[src/rtl/door_access_scheduler.sv]
// Door access scheduler: debounces the local/remote buttons, arbitrates them (and the auto-close
// timer) onto the single Activate pulse, then supervises motor travel. Auto-close: AUTO_CLOSE_EN.
module door_access_scheduler #(
    parameter int DEB_CYCLES     = 4,
    parameter int START_WIN      = 3,
    parameter int TIMEOUT_CYC    = 32,
    parameter int AUTO_CLOSE_CYC = 16,
    parameter int CNT_W          = 8
) (
    input  logic       i_clk,
    input  logic       i_rst_n,
    input  logic       i_btn_local,
    input  logic       i_btn_remote,
    input  logic       i_up_max,
    input  logic       i_down_max,
    input  logic       i_up_m,
    input  logic       i_down_m,
    output logic       o_activate,
    output logic [1:0] o_grant,
    output logic       o_busy,
    output logic       o_fault
);

    localparam int               DEB_W     = $clog2(DEB_CYCLES + 1);
    localparam logic [DEB_W-1:0] L_DEB     = DEB_W'(DEB_CYCLES);
    localparam logic [CNT_W-1:0] L_START   = CNT_W'(START_WIN);
    localparam logic [CNT_W-1:0] L_TIMEOUT = CNT_W'(TIMEOUT_CYC);
    localparam logic [CNT_W-1:0] L_AUTO    = CNT_W'(AUTO_CLOSE_CYC);

    typedef enum logic [2:0] {
        S_IDLE,
        S_ISSUE,
        S_WAIT_START,
        S_RUNNING,
        S_HOLD_OPEN,
        S_FAULT
    } state_t;

    state_t                  r_state;
    state_t                  w_stateNext;
    logic [1:0]              w_raw;
    logic [1:0][DEB_W-1:0]   r_debCnt;
    logic [1:0]              w_debLevel;
    logic [1:0]              r_debLevel;
    logic [1:0]              w_rise;
    logic [1:0]              r_pend;
    logic [1:0]              w_clrPend;
    logic [1:0]              w_btnGrant;
    logic [1:0]              w_btnClr;
    logic [1:0]              r_grant;
    logic [1:0]              w_grantNext;
    logic [CNT_W-1:0]        r_cnt;
    logic                    w_accept;
    logic                    w_unused;

    // Bit 0 is the local button, bit 1 the remote key; bit 0 also wins arbitration.
    assign w_raw      = {i_btn_remote, i_btn_local};
    assign w_rise     = w_debLevel & ~r_debLevel;
    assign w_accept   = (r_state == S_IDLE) || (r_state == S_HOLD_OPEN);
    assign w_btnGrant = r_pend[0] ? 2'b01 : 2'b10;
    assign w_btnClr   = r_pend[0] ? 2'b01 : 2'b10;

`ifdef AUTO_CLOSE_EN
    assign w_unused = i_down_max;
`else
    assign w_unused = ^{i_down_max, i_up_max, L_AUTO};
`endif

    always_comb begin
        w_debLevel = '0;
        for (int i = 0; i < 2; i++) begin
            w_debLevel[i] = (r_debCnt[i] == L_DEB);
        end
    end

    always_ff @(posedge i_clk or negedge i_rst_n) begin
        if (!i_rst_n) begin
            r_debCnt   <= '0;
            r_debLevel <= '0;
        end else begin
            for (int i = 0; i < 2; i++) begin
                if (!w_raw[i]) begin
                    r_debCnt[i] <= '0;
                end else if (r_debCnt[i] != L_DEB) begin
                    r_debCnt[i] <= r_debCnt[i] + DEB_W'(1);
                end
            end
            r_debLevel <= w_debLevel;
        end
    end

    always_ff @(posedge i_clk or negedge i_rst_n) begin
        if (!i_rst_n) begin
            r_state <= S_IDLE;
        end else begin
            r_state <= w_stateNext;
        end
    end

    always_comb begin
        w_stateNext = r_state;
        w_grantNext = r_grant;
        w_clrPend   = '0;
        case (r_state)
            S_IDLE: begin
                if (|r_pend) begin
                    w_stateNext = S_ISSUE;
                    w_grantNext = w_btnGrant;
                    w_clrPend   = w_btnClr;
                end
            end
            S_ISSUE: begin
                w_stateNext = S_WAIT_START;
            end
            S_WAIT_START: begin
                if (i_up_m || i_down_m) begin
                    w_stateNext = S_RUNNING;
                end else if (r_cnt == L_START) begin
                    w_stateNext = S_FAULT;
                end
            end
            S_RUNNING: begin
                if (!i_up_m && !i_down_m) begin
`ifdef AUTO_CLOSE_EN
                    w_stateNext = i_up_max ? S_HOLD_OPEN : S_IDLE;
`else
                    w_stateNext = S_IDLE;
`endif
                end else if (r_cnt == L_TIMEOUT) begin
                    w_stateNext = S_FAULT;
                end
            end
`ifdef AUTO_CLOSE_EN
            S_HOLD_OPEN: begin
                if (|r_pend) begin
                    w_stateNext = S_ISSUE;
                    w_grantNext = w_btnGrant;
                    w_clrPend   = w_btnClr;
                end else if (r_cnt == L_AUTO) begin
                    w_stateNext = S_ISSUE;
                    w_grantNext = 2'b11;
                end
            end
`endif
            S_FAULT: begin
                w_stateNext = S_FAULT;
            end
            default: begin
                w_stateNext = S_IDLE;
            end
        endcase
        // Contradictory motor drive is fatal from any state and must not disturb the grant.
        if ((r_state != S_FAULT) && i_up_m && i_down_m) begin
            w_stateNext = S_FAULT;
            w_grantNext = r_grant;
            w_clrPend   = '0;
        end
    end

    // One shared counter: cleared on every state change, saturating so it can never wrap.
    always_ff @(posedge i_clk or negedge i_rst_n) begin
        if (!i_rst_n) begin
            r_cnt <= '0;
        end else if (w_stateNext != r_state) begin
            r_cnt <= '0;
        end else if (r_cnt != '1) begin
            r_cnt <= r_cnt + CNT_W'(1);
        end
    end

    always_ff @(posedge i_clk or negedge i_rst_n) begin
        if (!i_rst_n) begin
            r_pend  <= '0;
            r_grant <= 2'b00;
        end else begin
            r_grant <= w_grantNext;
            if (r_state == S_FAULT) begin
                r_pend <= '0;
            end else begin
                r_pend <= (r_pend & ~w_clrPend) | (w_accept ? w_rise : 2'b00);
            end
        end
    end

    assign o_activate = (r_state == S_ISSUE);
    assign o_grant    = r_grant;
    assign o_busy     = (r_state != S_IDLE) && (r_state != S_FAULT);
    assign o_fault    = (r_state == S_FAULT);

endmodule

[config.mk]
export PLATFORM = sky130hd
export DESIGN_NAME = door_access_scheduler
export DESIGN_NICKNAME = d
export VERILOG_FILES = /design/src/rtl/door_access_scheduler.sv
export SDC_FILE = /design/constraint.sdc
export NUM_CORES = 1
export LEC_CHECK = 0
export ABC_CLOCK_PERIOD_IN_PS = 3700
export CORE_MARGIN = 3
export CORE_UTILIZATION = 45
export DETAILED_ROUTE_END_ITERATION = 8
export GPL_ROUTABILITY_DRIVEN = 0
export PLACE_DENSITY = 0.7
export SYNTH_ARGS = -nofsm -noshare
export SYNTH_HDL_FRONTEND = slang
export SYNTH_SLANG_ARGS = --single-unit
[constraint.sdc]
create_clock -name i_clk -period 3.7 [get_ports i_clk]
set_input_delay 0.74 -clock i_clk [delete_from_list [all_inputs] [get_ports i_clk]]
set_output_delay 0.74 -clock i_clk [all_outputs]
set_load 0.02 [all_outputs]
==> impl_metrics.toml <==
[min_path]
min-delay-start = "r_debCnt[5]"
hold_path_class = "flop to flop"
hold_path_end = "r_debCnt[5]"
whs_path_depth = 1

[clock_tree]
h-tree-depth = 1
ctsResizeCount = 0
cts_made_buffers = 3
clk_pin_slew_worst_paths_ps = 140
clock-sinks = 23
hold_buffers = 0
clockBufferDepth = 2
cts_tree = "built"
cts_setup_buffers = 0
cts_root_buf = "clkbuf_4"
clkLatencyLatePin_ps = 320

[floorplan]
num_rows = 19
ios = 13
die_h_um = 62.55
die_area_um2 = 3912
start_util_pct = 49.61
die_w_um = 62.55
fp.coreArea_um2 = 2900

[pwr]
power_frac_clock_pct = 13.6
p_leak_uw = 0.0006821
p_switching_uw = 390.1
vdd.ir_drop.worst_mv = 0.2892
power.share.sequential_pct = 42.9
p_total_uw = 904.6
comb_power_share_pct = 43.5
p_int_uw = 514.5
powerDensity_nw_per_um2 = 571.1
swShare_pct = 43.13

[sta]
finalCritPeriodShare_pct = 79.58
hold_viol = 0
timing.setup.tns_ps = 0
rsz0062_at_grt = "no"
slew_viol_final = 0
relSlewSlack_pct = 29.68
fin_ws_ps = 755.7
max_freq_mhz = 339.6
worst_pin_slew_ps = 1052
layout_min_cycle_time_ps = 2944
finalSetupViolations = 0
finClkSkew_ps = 3.217

[synth]
avgSynthCellArea_um2 = 9.343
syn_nets = 168
yosys.area.top_type_share_pct = 40.00
ys_ff_latch = 23
netlist_instances = 154
synth_area_leaders = "dfrtp_1, ha_1, inv_1"
synth_area_um2 = 1439
ys.flop_type = "dfrtp_1"
synth_top_cell_by_area = "dfrtp_1"
ys_async_sr_fraction_pct = 100.0
synth_edf_count = 0
synth.distinct_cells = 43
seq_area_frac_synth_pct = 40.00
yosys_warnings = 0

[drt]
vias_per_cell = 5.728
firstDrtPassIters = 5
drt-total-wl_um = 2837
drt_iter0_markers = 87
drcViolationCount = 0
routed-via-count = 1157
wl_per_cell_um = 14.04
ant_nets = 0

[setup_path]
critPathMaxFanout = 15
cp-start-kind = "flop"
reg2reg_to = "r_cnt[1]"
arrival_ps = 2200
crit_required_ps = 2960
timing_worst_setup_path_type = "flop to output port"
ff2ff_setup_slack_ps = 1710
r2r_cells = 5
end_kind = "output port"
reg2reg_from = "r_cnt[1]"

[global_routing]
grt_pass1_vias = 1148
grt_overflow = 0
antenna_found_initial = 0
grt_pass1_wl_um = 5285
grt_max_degree = 24
grt_usage_pct = 16.18

[cells_and_area]
layout_common_cells = "dfrtp_1, inv_1, nand2_1, o21ai_0, clkdlybuf4s50_1"
diodes = 0
utilization_pct = 54.62
final_nets = 175
drive_gt1_share_pct = 10.63
final_common_cell = "dfrtp_1"
synthToLayoutAreaGrowth_pct = 10.09
final_cell_count_no_fill = 202

[place]
dp_slack_ps = 1042
dp.final_hpwl_um = 2023
dp.cells = 198
portBuffers = 10

[job]
cap_violations = 0

[run_status]
status = "completed"
-- worst max path at each step --
| stage | to | slack (ps) | cells past startpoint | start |
|---|---|---|---|---|
| 2_1_floorplan | o_busy | 1640 | 4 | r_state[0] |
| 4_1_cts | o_busy | 750 | 3 | r_state[0] |
| 6_report | o_busy | 760 | 3 | r_state[0] |
| 3_3_place_gp | o_busy | 1140 | 3 | r_state[0] |
| 5_1_grt | o_busy | 650 | 3 | r_state[0] |
| 3_5_place_dp | r_cnt[1] | 1040 | 5 | i_down_m |
-- power groups by stage --
stage               registers (uW)  clock network, uW  logic (uW)
finish                         388                123         393
global route                   402                138         440
CTS                            385                129         395
detailed placement             391                  0         393
global placement               388                  0         381
floorplan                      356                  0         300
-- logic make-up after synthesis --
family          after synthesis  synth area share (%)
compound gates               38                 19.22
xor+xnor                      4                 2.435
fa+ha+maj                     6                 5.217
buf+inv                      23                 6.522
flops                        23                 40.00
mux                           4                 2.783
simple gates                 56                 23.83
-- through the flow --
stage	instance area (um^2)	hold WS, ps
final	1584	507.9
after global routing	1584	546.0
after CTS	1584	510.7
after detailed placement	1554	491.3
after global placement	1554	465.2
after floorplan	1439	444.4
-- sequential cells by signal (all words and copies together) (netlist names) --
name	count
r_pend	2
r_state	3
r_debCnt	6
r_debLevel	2
o_grant	2
r_cnt	8
-- routing by layer --
layer  global-route usage (%)  wire [um]  vias to the layer above  share of wire [%]
li1                         -          -                      574                  -
met1                    22.40       1351                      561                 48
met2                    26.23       1366                       20                 48
met3                    3.597         99                        2                3.5
met4                    2.755         19                        0               0.67
met5                        0          0                        -                  0
-- area by class of cell --
cell class | instances | area (um^2)
timing repair buffer | 10 | 100.1
sequential | 23 | 575.6
fill | 260 | 1316
clock inverter | 1 | 7.507
tap | 42 | 52.55
multi-input combinational | 108 | 769.5
inverter | 15 | 56.30
clock buffer | 3 | 22.52
-- worst max-delay path: stages (launching register included) --
cell and delay [ps]:
dfrtp_1 710, nand2b_1 190, or3b_2 440, clkdlybuf4s50_1 540
-- synthesized netlist by cell type (4+ instances only) --
| cell | instances |
|---|---|
| nand2_1 | 10 |
| nor2_1 | 8 |
| dfrtp_1 | 23 |
| mux2i_1 | 4 |
| ha_1 | 6 |
| inv_1 | 15 |
| buf_2 | 6 |
| nand2b_1 | 4 |
| a21oi_1 | 6 |
| nand3_1 | 4 |
| o21ai_0 | 10 |
| nand4_1 | 5 |
| nor4_1 | 9 |
Power figures use the tool's default switching activity.
